$ cat src/rtl/muldiv_ctrl_if.sv
// rtl/muldiv_ctrl_if.sv - command/operand bundle between the core and the HI/LO multiply/divide sequencer
interface muldiv_ctrl_if #(
   parameter int XLEN = 32
);
   logic            InValid;
   logic [31:0]     Ins;
   logic [XLEN-1:0] Rdata1;
   logic [XLEN-1:0] Rdata2;
   logic            Busy;
   logic [XLEN-1:0] MFdata;
   logic [XLEN-1:0] HI;
   logic [XLEN-1:0] LO;

   modport master (
      output InValid, Ins, Rdata1, Rdata2,
      input  Busy, MFdata, HI, LO
   );

   modport slave (
      input  InValid, Ins, Rdata1, Rdata2,
      output Busy, MFdata, HI, LO
   );
endinterface

$ cat src/rtl/muldiv_ctrl.sv
// rtl/muldiv_ctrl.sv - iterative MULT/DIV sequencer owning HI/LO; MULDIV_FAST_MULT_EN makes MULT/MULTU single-cycle
// Busy stalls the core for XLEN cycles per mul/div; MF* read HI/LO combinationally in IDLE.
module muldiv_ctrl #(
   parameter int XLEN = 32
) (
   input  logic         CLK,
   input  logic         RST,
   muldiv_ctrl_if.slave bus
);
   localparam int CW = $clog2(XLEN);
   localparam logic [CW-1:0] LAST = CW'(XLEN - 1);

   typedef enum logic [1:0] {S_IDLE, S_MUL, S_DIV} state_t;

   state_t            state_q;
   logic              busy_q;
   logic [XLEN-1:0]   hi_q;
   logic [XLEN-1:0]   lo_q;
   logic [XLEN-1:0]   mcand_q;
   logic [2*XLEN-1:0] work_q;
   logic [CW-1:0]     cnt_q;
   logic              neg_lo_q;
   logic              neg_hi_q;

   logic              dec;
   logic [5:0]        funct;
   logic              is_mfhi, is_mflo, is_mthi, is_mtlo, is_mul, is_div;
   logic              op_signed, rs_neg, rt_neg;
   logic [XLEN-1:0]   abs_rs, abs_rt;
   logic              unused_ins;

   assign dec        = bus.InValid && (bus.Ins[31:26] == 6'd0);
   assign funct      = bus.Ins[5:0];
   assign unused_ins = ^bus.Ins[25:6];

   assign is_mfhi = dec && (funct == 6'h10);
   assign is_mthi = dec && (funct == 6'h11);
   assign is_mflo = dec && (funct == 6'h12);
   assign is_mtlo = dec && (funct == 6'h13);
   assign is_mul  = dec && ((funct == 6'h18) || (funct == 6'h19));
   assign is_div  = dec && ((funct == 6'h1A) || (funct == 6'h1B));

   // Even funct codes (MULT/DIV) are the signed variants.
   assign op_signed = ~funct[0];
   assign rs_neg    = op_signed & bus.Rdata1[XLEN-1];
   assign rt_neg    = op_signed & bus.Rdata2[XLEN-1];
   assign abs_rs    = rs_neg ? -bus.Rdata1 : bus.Rdata1;
   assign abs_rt    = rt_neg ? -bus.Rdata2 : bus.Rdata2;

   logic [XLEN:0]     mul_acc;
   logic [2*XLEN-1:0] mul_next;
   logic [2*XLEN-1:0] mul_fin;
   logic [XLEN:0]     div_trial;
   logic [2*XLEN-1:0] div_next;
   logic [XLEN-1:0]   div_fin_lo;
   logic [XLEN-1:0]   div_fin_hi;

   // work_q holds {partial product, multiplier} for MUL and {remainder, dividend} for DIV.
   always_comb begin
      mul_acc   = {1'b0, work_q[2*XLEN-1:XLEN]} + {1'b0, (work_q[0] ? mcand_q : {XLEN{1'b0}})};
      mul_next  = {mul_acc, work_q[XLEN-1:1]};
      mul_fin   = neg_lo_q ? -mul_next : mul_next;
      div_trial = {work_q[2*XLEN-1:XLEN], work_q[XLEN-1]} - {1'b0, mcand_q};
      if (!div_trial[XLEN]) begin
         div_next = {div_trial[XLEN-1:0], work_q[XLEN-2:0], 1'b1};
      end else begin
         div_next = {work_q[2*XLEN-2:0], 1'b0};
      end
      div_fin_lo = neg_lo_q ? -div_next[XLEN-1:0] : div_next[XLEN-1:0];
      div_fin_hi = neg_hi_q ? -div_next[2*XLEN-1:XLEN] : div_next[2*XLEN-1:XLEN];
   end

`ifdef MULDIV_FAST_MULT_EN
   logic [2*XLEN-1:0] ext_rs, ext_rt, fast_prod;
   assign ext_rs    = {{XLEN{rs_neg}}, bus.Rdata1};
   assign ext_rt    = {{XLEN{rt_neg}}, bus.Rdata2};
   assign fast_prod = ext_rs * ext_rt;
`endif

   always_comb begin
      bus.MFdata = '0;
      if (state_q == S_IDLE) begin
         if (is_mfhi) begin
            bus.MFdata = hi_q;
         end else if (is_mflo) begin
            bus.MFdata = lo_q;
         end
      end
   end

   assign bus.Busy = busy_q;
   assign bus.HI   = hi_q;
   assign bus.LO   = lo_q;

   always_ff @(posedge CLK or negedge RST) begin
      if (!RST) begin
         state_q  <= S_IDLE;
         busy_q   <= 1'b0;
         hi_q     <= '0;
         lo_q     <= '0;
         mcand_q  <= '0;
         work_q   <= '0;
         cnt_q    <= '0;
         neg_lo_q <= 1'b0;
         neg_hi_q <= 1'b0;
      end else begin
         case (state_q)
            S_IDLE: begin
               if (is_mthi) begin
                  hi_q <= bus.Rdata1;
               end else if (is_mtlo) begin
                  lo_q <= bus.Rdata1;
               end else if (is_mul) begin
`ifdef MULDIV_FAST_MULT_EN
                  hi_q <= fast_prod[2*XLEN-1:XLEN];
                  lo_q <= fast_prod[XLEN-1:0];
`else
                  state_q  <= S_MUL;
                  busy_q   <= 1'b1;
                  cnt_q    <= '0;
                  mcand_q  <= abs_rs;
                  work_q   <= {{XLEN{1'b0}}, abs_rt};
                  neg_lo_q <= rs_neg ^ rt_neg;
                  neg_hi_q <= 1'b0;
`endif
               end else if (is_div) begin
                  state_q  <= S_DIV;
                  busy_q   <= 1'b1;
                  cnt_q    <= '0;
                  mcand_q  <= abs_rt;
                  work_q   <= {{XLEN{1'b0}}, abs_rs};
                  // A zero divisor leaves the all-ones quotient unsigned.
                  neg_lo_q <= (rs_neg ^ rt_neg) && (bus.Rdata2 != '0);
                  neg_hi_q <= rs_neg;
               end
            end
            S_MUL: begin
               if (cnt_q == LAST) begin
                  hi_q    <= mul_fin[2*XLEN-1:XLEN];
                  lo_q    <= mul_fin[XLEN-1:0];
                  state_q <= S_IDLE;
                  busy_q  <= 1'b0;
                  cnt_q   <= '0;
               end else begin
                  work_q <= mul_next;
                  cnt_q  <= cnt_q + 1'b1;
               end
            end
            S_DIV: begin
               if (cnt_q == LAST) begin
                  hi_q    <= div_fin_hi;
                  lo_q    <= div_fin_lo;
                  state_q <= S_IDLE;
                  busy_q  <= 1'b0;
                  cnt_q   <= '0;
               end else begin
                  work_q <= div_next;
                  cnt_q  <= cnt_q + 1'b1;
               end
            end
            default: begin
               state_q <= S_IDLE;
               busy_q  <= 1'b0;
            end
         endcase
      end
   end
endmodule

$ cat src/flat_wrapper.sv
// flat-port wrapper written by rule: the top's interface ports become plain ports
module muldiv_ctrl_flat 
#(
   parameter int XLEN = 32
)
  (CLK, RST, bus_InValid, bus_Ins, bus_Rdata1, bus_Rdata2, bus_Busy, bus_MFdata, bus_HI, bus_LO);
  muldiv_ctrl_if #(.XLEN(XLEN)) bus_i ();
  input  logic CLK;
  input  logic RST;
  input wire logic [$bits(bus_i.InValid)-1:0] bus_InValid;
  input wire logic [$bits(bus_i.Ins)-1:0] bus_Ins;
  input wire logic [$bits(bus_i.Rdata1)-1:0] bus_Rdata1;
  input wire logic [$bits(bus_i.Rdata2)-1:0] bus_Rdata2;
  output wire logic [$bits(bus_i.Busy)-1:0] bus_Busy;
  output wire logic [$bits(bus_i.MFdata)-1:0] bus_MFdata;
  output wire logic [$bits(bus_i.HI)-1:0] bus_HI;
  output wire logic [$bits(bus_i.LO)-1:0] bus_LO;
  assign bus_i.InValid = bus_InValid;
  assign bus_i.Ins = bus_Ins;
  assign bus_i.Rdata1 = bus_Rdata1;
  assign bus_i.Rdata2 = bus_Rdata2;
  assign bus_Busy = bus_i.Busy;
  assign bus_MFdata = bus_i.MFdata;
  assign bus_HI = bus_i.HI;
  assign bus_LO = bus_i.LO;
  muldiv_ctrl #(.XLEN(XLEN)) u_core (.CLK(CLK), .RST(RST), .bus(bus_i));
endmodule
$ cat config.mk
export PLATFORM = sky130hd
export DESIGN_NAME = muldiv_ctrl_flat
export DESIGN_NICKNAME = d
export VERILOG_FILES = /design/src/rtl/muldiv_ctrl_if.sv /design/src/rtl/muldiv_ctrl.sv /design/src/flat_wrapper.sv
export SDC_FILE = /design/constraint.sdc
export NUM_CORES = 1
export LEC_CHECK = 0
export BUFFER_PORTS_ARGS = -buffer_cell sky130_fd_sc_hd__clkbuf_2
export CAP_MARGIN = 5
export CORE_MARGIN = 2
export CORE_UTILIZATION = 55
export CTS_BUF_LIST = sky130_fd_sc_hd__clkbuf_4 sky130_fd_sc_hd__clkbuf_8
export DETAILED_ROUTE_END_ITERATION = 8
export GPL_ROUTABILITY_DRIVEN = 0
export GPL_TIMING_DRIVEN = 0
export HOLD_SLACK_MARGIN = 0.06
export PLACE_DENSITY = 0.72
export SYNTH_ARGS = -nofsm -noshare
export SYNTH_HDL_FRONTEND = slang
export SYNTH_SLANG_ARGS = --single-unit
$ cat constraint.sdc
create_clock -name CLK -period 12.6 [get_ports CLK]
set_input_delay 2.52 -clock CLK [delete_from_list [all_inputs] [get_ports CLK]]
set_output_delay 2.52 -clock CLK [all_outputs]
set_load 0.02 [all_outputs]
==> results.json, run 1 <==
{
  "grt_pass1_vias": 18910,
  "synth_edf_count": 0,
  "critPathLaunch": "u_core.work_q[42]",
  "grt_antenna_before_repair": 0,
  "rrSetupSlack_ns": 4.22,
  "fin_worst_skew_ns": 0.0229,
  "num_rows": 66,
  "hold_slack_ns": 0.489,
  "final_cell_mix": "nand2_1, nor2_1, o21ai_0",
  "drcViolationCount": 0,
  "syn_nets": 2652,
  "dp_hpwl_mm": 62.3,
  "ys_ff_latch": 170,
  "period_needed_ns": 8.38,
  "netlist_instances": 2476,
  "pre_cts_slack_ns": 4.94,
  "nets": 2846,
  "switching_power_mw": 1.10,
  "r2r_cells": 24,
  "p_sw_frac": 0.487,
  "die_w_um": 186,
  "path_max_fanout": 10,
  "seqPwrFrac": 0.324,
  "yosysUniqueCellTypes": 88,
  "clock_latency_ns": 0.54,
  "cts_root_buffer": "clkbuf_8",
  "p_leak_nw": 8.48,
  "holdPathEnd": "u_core.mcand_q[10]",
  "cts_hold_buf": 0,
  "cp_slowest_cell": "a2111oi_0",
  "h-tree-depth": 4,
  "outcome": "finished, final reports clean",
  "tritoncts": "built",
  "r2r_end": "u_core.bus.HI[26]",
  "grt_start_max_net_pins": 102,
  "antenna_cells": 0,
  "p_clk_frac": 0.173,
  "final_common_cell": "nand2_1",
  "critPathArrivalTime_ns": 8.83,
  "cts.sinks": 170,
  "p_comb_frac": 0.504,
  "start_util": 0.557,
  "drtIter0Drc": 3182,
  "finish.utilization": 0.614,
  "numPortBuffers": 174,
  "synth_seq_area_share": 0.235,
  "cpPeakStageDelay_ns": 1.15,
  "cts_made_buffers": 17,
  "grt_pass1_wl_mm": 113,
  "final_area_um2": 20000,
  "io_pins": 196,
  "finalSetupViolCount": 0,
  "required_ns": 13.06,
  "setup_tns_ns": 0,
  "totalWireLength_mm": 77.6,
  "placeableCoreArea_um2": 32500,
  "cp_num_buf_inv": 6,
  "ir_drop_mv": 0.0844,
  "p_per_area_nw_per_um2": 113,
  "slew_violations": 0,
  "endpoint_kind": "flip-flop",
  "crit_family": "compound AO/OA/AOI/OAI gates",
  "syn2layout_area_growth_pct": 10.1,
  "cts_setup_buffers": 0,
  "drv_cap": 0,
  "setup_slack_ns": 4.22,
  "synth.avg_cell_area_um2": 7.32,
  "grtUsageTotal": 0.442,
  "hold_viol_final": 0,
  "crit_chain": "ha_1 -> clkbuf_1 -> a21oi_1 -> o21ai_0 -> a21o_1 -> a31o_2 -> a2111oi_0 -> nor2_1 -> inv_1 -> buf_2 -> buf_2 -> buf_1 -> nor2_1 -> a21oi_1 -> ha_1 -> inv_1 -> nor4_1 -> and4_1 -> a41oi_1 -> o41ai_1 -> o311ai_0 -> xnor2_1 -> nand2_1 -> a31oi_1",
  "dieArea_um2": 34400,
  "die_h_um": 186,
  "clockBufferDepth": 2,
  "worstMarginPinSlew_ns": 1.44,
  "max_freq_ghz": 0.119,
  "dominantRegCellSynth": "dfrtp_1",
  "drive_above_1_share": 0.0977,
  "final_antenna_net_count": 0,
  "rsz0062_at_grt": "false",
  "vias_per_cell": 6.82,
  "fill_cells": 3080,
  "wl_per_cell_um": 24.8,
  "holdPathStages": 2,
  "path_clk_slew_ns": 0.10,
  "p_int_mw": 1.16,
  "start_kind": "flip-flop",
  "hold_start": "u_core.mcand_q[10]",
  "num_vias": 21305,
  "dpl_cell_area_um2": 19600,
  "syn_area_um2": 18100,
  "ctsResizeCount": 0,
  "maxSlewHeadroom": 0.0258,
  "yosys_warnings": 0,
  "gr-total-overflow": 0,
  "worstSetupPathType": "flip-flop to flip-flop",
  "drtPass1Iterations": 7,
  "hold_class": "flip-flop to flip-flop",
  "fin_crit_sh": 0.665,
  "r2r-start": "u_core.work_q[42]",
  "synthArstFlopShare": 1.00
}
==> cell families after synthesis <==
| family | share of synthesized area |
|---|---|
| AO/OA/AOI/OAI | 0.306 |
| XOR/XNOR | 0.105 |
| adder cells (fa/ha/maj) | 0.0540 |
| buffers and inverters | 0.0562 |
| flip-flops | 0.235 |
| multiplexers | 0.0226 |
| AND/OR/NAND/NOR | 0.222 |
==> synth_stat cells, drive strengths merged (25+ instances only) <==
library cell,instances,share of area
nor2,251,0.052
a211oi,25,0.010
or3,28,0.010
a221oi,64,0.031
a22oi,57,0.024
inv,72,0.015
nor4,34,0.012
nand3,32,0.0088
mux2i,32,0.018
xor2,73,0.035
xnor2,145,0.070
ha,75,0.052
nor2b,40,0.014
nand2,342,0.071
dfrtp,170,0.23
o31ai,97,0.041
nor3,39,0.011
o21ai,235,0.065
a21oi,155,0.043
clkbuf,168,0.035
==> power by group through the flow <==
stage	clock network, mW	logic [mW]	registers (mW)
after floorplan	0	0.659	0.782
after global placement	0	1.06	0.733
after detailed placement	0	1.08	0.737
after CTS	0.387	1.08	0.726
after global routing	0.408	1.20	0.739
final	0.391	1.14	0.731
==> through the flow <==
stage | power [mW] | cells
after CTS | 2.20 | 3125
after global placement | 1.79 | 3092
after detailed placement | 1.81 | 3093
final | 2.26 | 3125
after floorplan | 1.44 | 2476
after global routing | 2.35 | 3125
==> sequential cells by signal (all words and copies together), names as in the netlist, 2 cells and up <==
signal and cells:
u_core.bus.HI 32, u_core.bus.LO 32, u_core.cnt_q 5, u_core.mcand_q 32
u_core.state_q 2, u_core.work_q 64
==> worst reg2reg max path, stage by stage (launching register included) <==
cell	delay [ns]
dfrtp_1	0.60
ha_1	0.30
clkbuf_1	0.19
a21oi_1	0.29
o21ai_0	0.32
a21o_1	0.27
a31o_2	0.25
a2111oi_0	1.15
nor2_1	0.48
inv_1	0.19
buf_2	0.24
buf_2	0.28
buf_1	0.52
nor2_1	0.10
a21oi_1	0.31
ha_1	0.29
inv_1	0.10
nor4_1	0.27
and4_1	0.22
a41oi_1	0.12
o41ai_1	0.77
o311ai_0	0.45
xnor2_1	0.24
nand2_1	0.14
a31oi_1	0.23
==> per-layer routing <==
| metal | vias up | track usage | part of all wire |
|---|---|---|---|
| met1 | 9899 | 0.582 | 0.39 |
| met4 | 2 | 0.239 | 0.063 |
| met2 | 1725 | 0.605 | 0.39 |
| met5 | - | 0.0178 | 0.0011 |
| met3 | 283 | 0.189 | 0.16 |
| li1 | 9396 | - | - |
==> final cells by class <==
type                       instances  area, um2  share of cell area
inverter                          73        274              0.0137
clock inverter                    12        106             0.00533
multi-input combinational       2042      12900               0.644
clock buffer                      20        263              0.0132
tap                              442        553              0.0277
sequential                       170       4250               0.213
timing repair buffer             175        907              0.0454
buffer                           191        744              0.0373
==> worst max path at each step <==
stage / to / slack (ns) / cells after the start
after floorplan: bus_MFdata[10] / 5.83 / 7
after global placement: u_core.bus.HI[30] / 4.89 / 24
after detailed placement: u_core.bus.HI[26] / 4.94 / 24
after CTS: u_core.bus.HI[26] / 4.90 / 24
after global routing: u_core.bus.HI[26] / 4.12 / 24
final: u_core.bus.HI[26] / 4.22 / 24
(Power assumes the default switching activity.)
==> run 2: changes to the inputs <==
Settings changed: PLACE_DENSITY 0.72 to 0.75.
Clock period 12.6 ns to 7.7 ns, I/O delays scaled along.
==> results.json, run 2 (synthesized netlist as in run 1, its figures left out) <==
{
  "num_vias": 21486,
  "dpl_cell_area_um2": 19600,
  "pre_cts_slack_ns": -0.110,
  "hold_class": "flip-flop to flip-flop",
  "start_util": 0.557,
  "violations": "design-rule violations, max-capacitance violations",
  "cp_slowest_cell": "a221oi_1",
  "ir_drop_mv": 0.134,
  "period_needed_ns": 7.62,
  "multi_input_area_um2": 12900,
  "cts_hold_buf": 0,
  "final_area_um2": 20000,
  "cts_made_buffers": 17,
  "dieArea_um2": 34400,
  "grt_antenna_before_repair": 0,
  "p_per_area_nw_per_um2": 186,
  "numPortBuffers": 174,
  "final_cell_mix": "nand2_1, nor2_1, o21ai_0",
  "drtPass1Iterations": 9,
  "final_common_cell": "nand2_1",
  "critPathArrivalTime_ns": 8.00,
  "antenna_cells": 0,
  "path_max_fanout": 10,
  "drive_above_1_share": 0.0991,
  "final_antenna_net_count": 0,
  "slew_violations": 0,
  "die_w_um": 186,
  "cpPeakStageDelay_ns": 0.63,
  "nets": 2846,
  "start_kind": "flip-flop",
  "finalSetupViolCount": 0,
  "h-tree-depth": 4,
  "grtUsageTotal": 0.436,
  "hold_viol_final": 0,
  "vias_per_cell": 6.88,
  "fin_crit_sh": 0.990,
  "rsz0062_at_grt": "false",
  "setup_slack_ns": 0.0753,
  "largest_reg_flops": 64,
  "maxSlewHeadroom": 0.00970,
  "io_pins": 196,
  "path_clk_slew_ns": 0.11,
  "endpoint_kind": "flip-flop",
  "fin_worst_skew_ns": 0.0295,
  "required_ns": 8.07,
  "totalWireLength_mm": 76.9,
  "clock_latency_ns": 0.51,
  "p_leak_nw": 8.50,
  "placeableCoreArea_um2": 32500,
  "final_cells": 3125,
  "worstSetupPathType": "flip-flop to flip-flop",
  "cp_num_buf_inv": 8,
  "tritoncts": "built",
  "placed_cells_incl_taps": 3093,
  "drcViolationCount": 123,
  "worstMarginPinSlew_ns": 1.47,
  "regArea_um2": 4250,
  "grt_start_max_net_pins": 93,
  "num_rows": 66,
  "cts.sinks": 170,
  "drtIter0Drc": 3479,
  "syn2layout_area_growth_pct": 10.3,
  "regMostFlops": "u_core.work_q",
  "drv_cap": 1,
  "cts_root_buffer": "clkbuf_8",
  "gr-total-overflow": 0,
  "crit_family": "compound AO/OA/AOI/OAI gates",
  "clockBufferDepth": 2,
  "grt_pass1_vias": 18825,
  "outcome": "finished, violations left",
  "dp_hpwl_mm": 61.4,
  "grt_pass1_wl_mm": 113,
  "wl_per_cell_um": 24.6,
  "fill_cells": 3066,
  "max_freq_ghz": 0.131,
  "die_h_um": 186
}
## run 2: what timing repair did
item,CTS,global route
setup buffers,0,0
endpoints found under the hold margin,0,0
gates resized for setup,1,6
endpoints found under the setup margin,6,12
## run 2: stage by stage
stage	power (mW)	hold slack (ns)	util	TNS (ns)
3_5_place_dp	2.97	0.466	0.602	-0.270
4_1_cts	3.61	0.492	0.614	0
6_report	3.73	0.488	0.615	0
5_1_grt	3.87	0.514	0.615	0
3_3_place_gp	2.93	0.465	0.601	0
2_1_floorplan	2.36	0.445	-	0
## run 2: worst register-to-register path, cell delays in order (launching register included)
cell and delay [ns]:
dfrtp_1 0.34, clkbuf_1 0.37, inv_1 0.10, ha_1 0.24
fa_1 0.40, nand2b_1 0.20, a21o_1 0.20, a21oi_1 0.54
a31oi_1 0.22, o21ai_1 0.42, nor2_1 0.31, inv_1 0.15
buf_2 0.26, buf_2 0.28, buf_1 0.50, buf_2 0.36
a21oi_1 0.14, ha_1 0.28, inv_1 0.13, nor4_1 0.07
and4_1 0.24, a41oi_2 0.41, nand2b_1 0.21, o21ai_0 0.12
xnor2_1 0.24, a221oi_1 0.63, o31ai_1 0.16
## run 2: layer usage
metal	global-route usage	routed length, um	vias to the layer above
li1	-	-	9394
met1	0.566	28800	9945
met2	0.592	29400	1781
met3	0.198	13100	366
met4	0.247	5640	0
met5	0	0	-
## run 2: path summary, 6_finish.rpt
| check | from | endpoint | slack (ns) | cells past startpoint |
|---|---|---|---|---|
| setup / recovery | u_core.work_q[31] | u_core.bus.HI[14] | 0.08 | 26 |
| hold / removal | u_core.mcand_q[17] | u_core.mcand_q[17] | 0.49 | 2 |
| setup reg to reg | u_core.work_q[31] | u_core.bus.HI[14] | 0.08 | 26 |
| hold reg to reg | u_core.mcand_q[17] | u_core.mcand_q[17] | 0.49 | 2 |
| max in group asynchronous | RST | u_core.mcand_q[25] | 5.70 | 2 |
| min in group asynchronous | RST | u_core.bus.HI[13] | 1.05 | 1 |
## run 2: final cells by class
type,count,share of cell area
flip-flops and latches,170,0.213
well taps,442,0.0276
clock buffers,19,0.0128
multi-input cells,2042,0.644
inverters,73,0.0137
plain buffers,191,0.0372
clock inverters,13,0.00644
repair buffers,175,0.0453
## run 2: where the power goes
group	switching (mW)	total, mW	leakage (nW)	internal [mW]
logic	1.28	1.88	6.06	0.601
clock network	0.403	0.655	0.201	0.252
registers	0.146	1.19	2.24	1.05
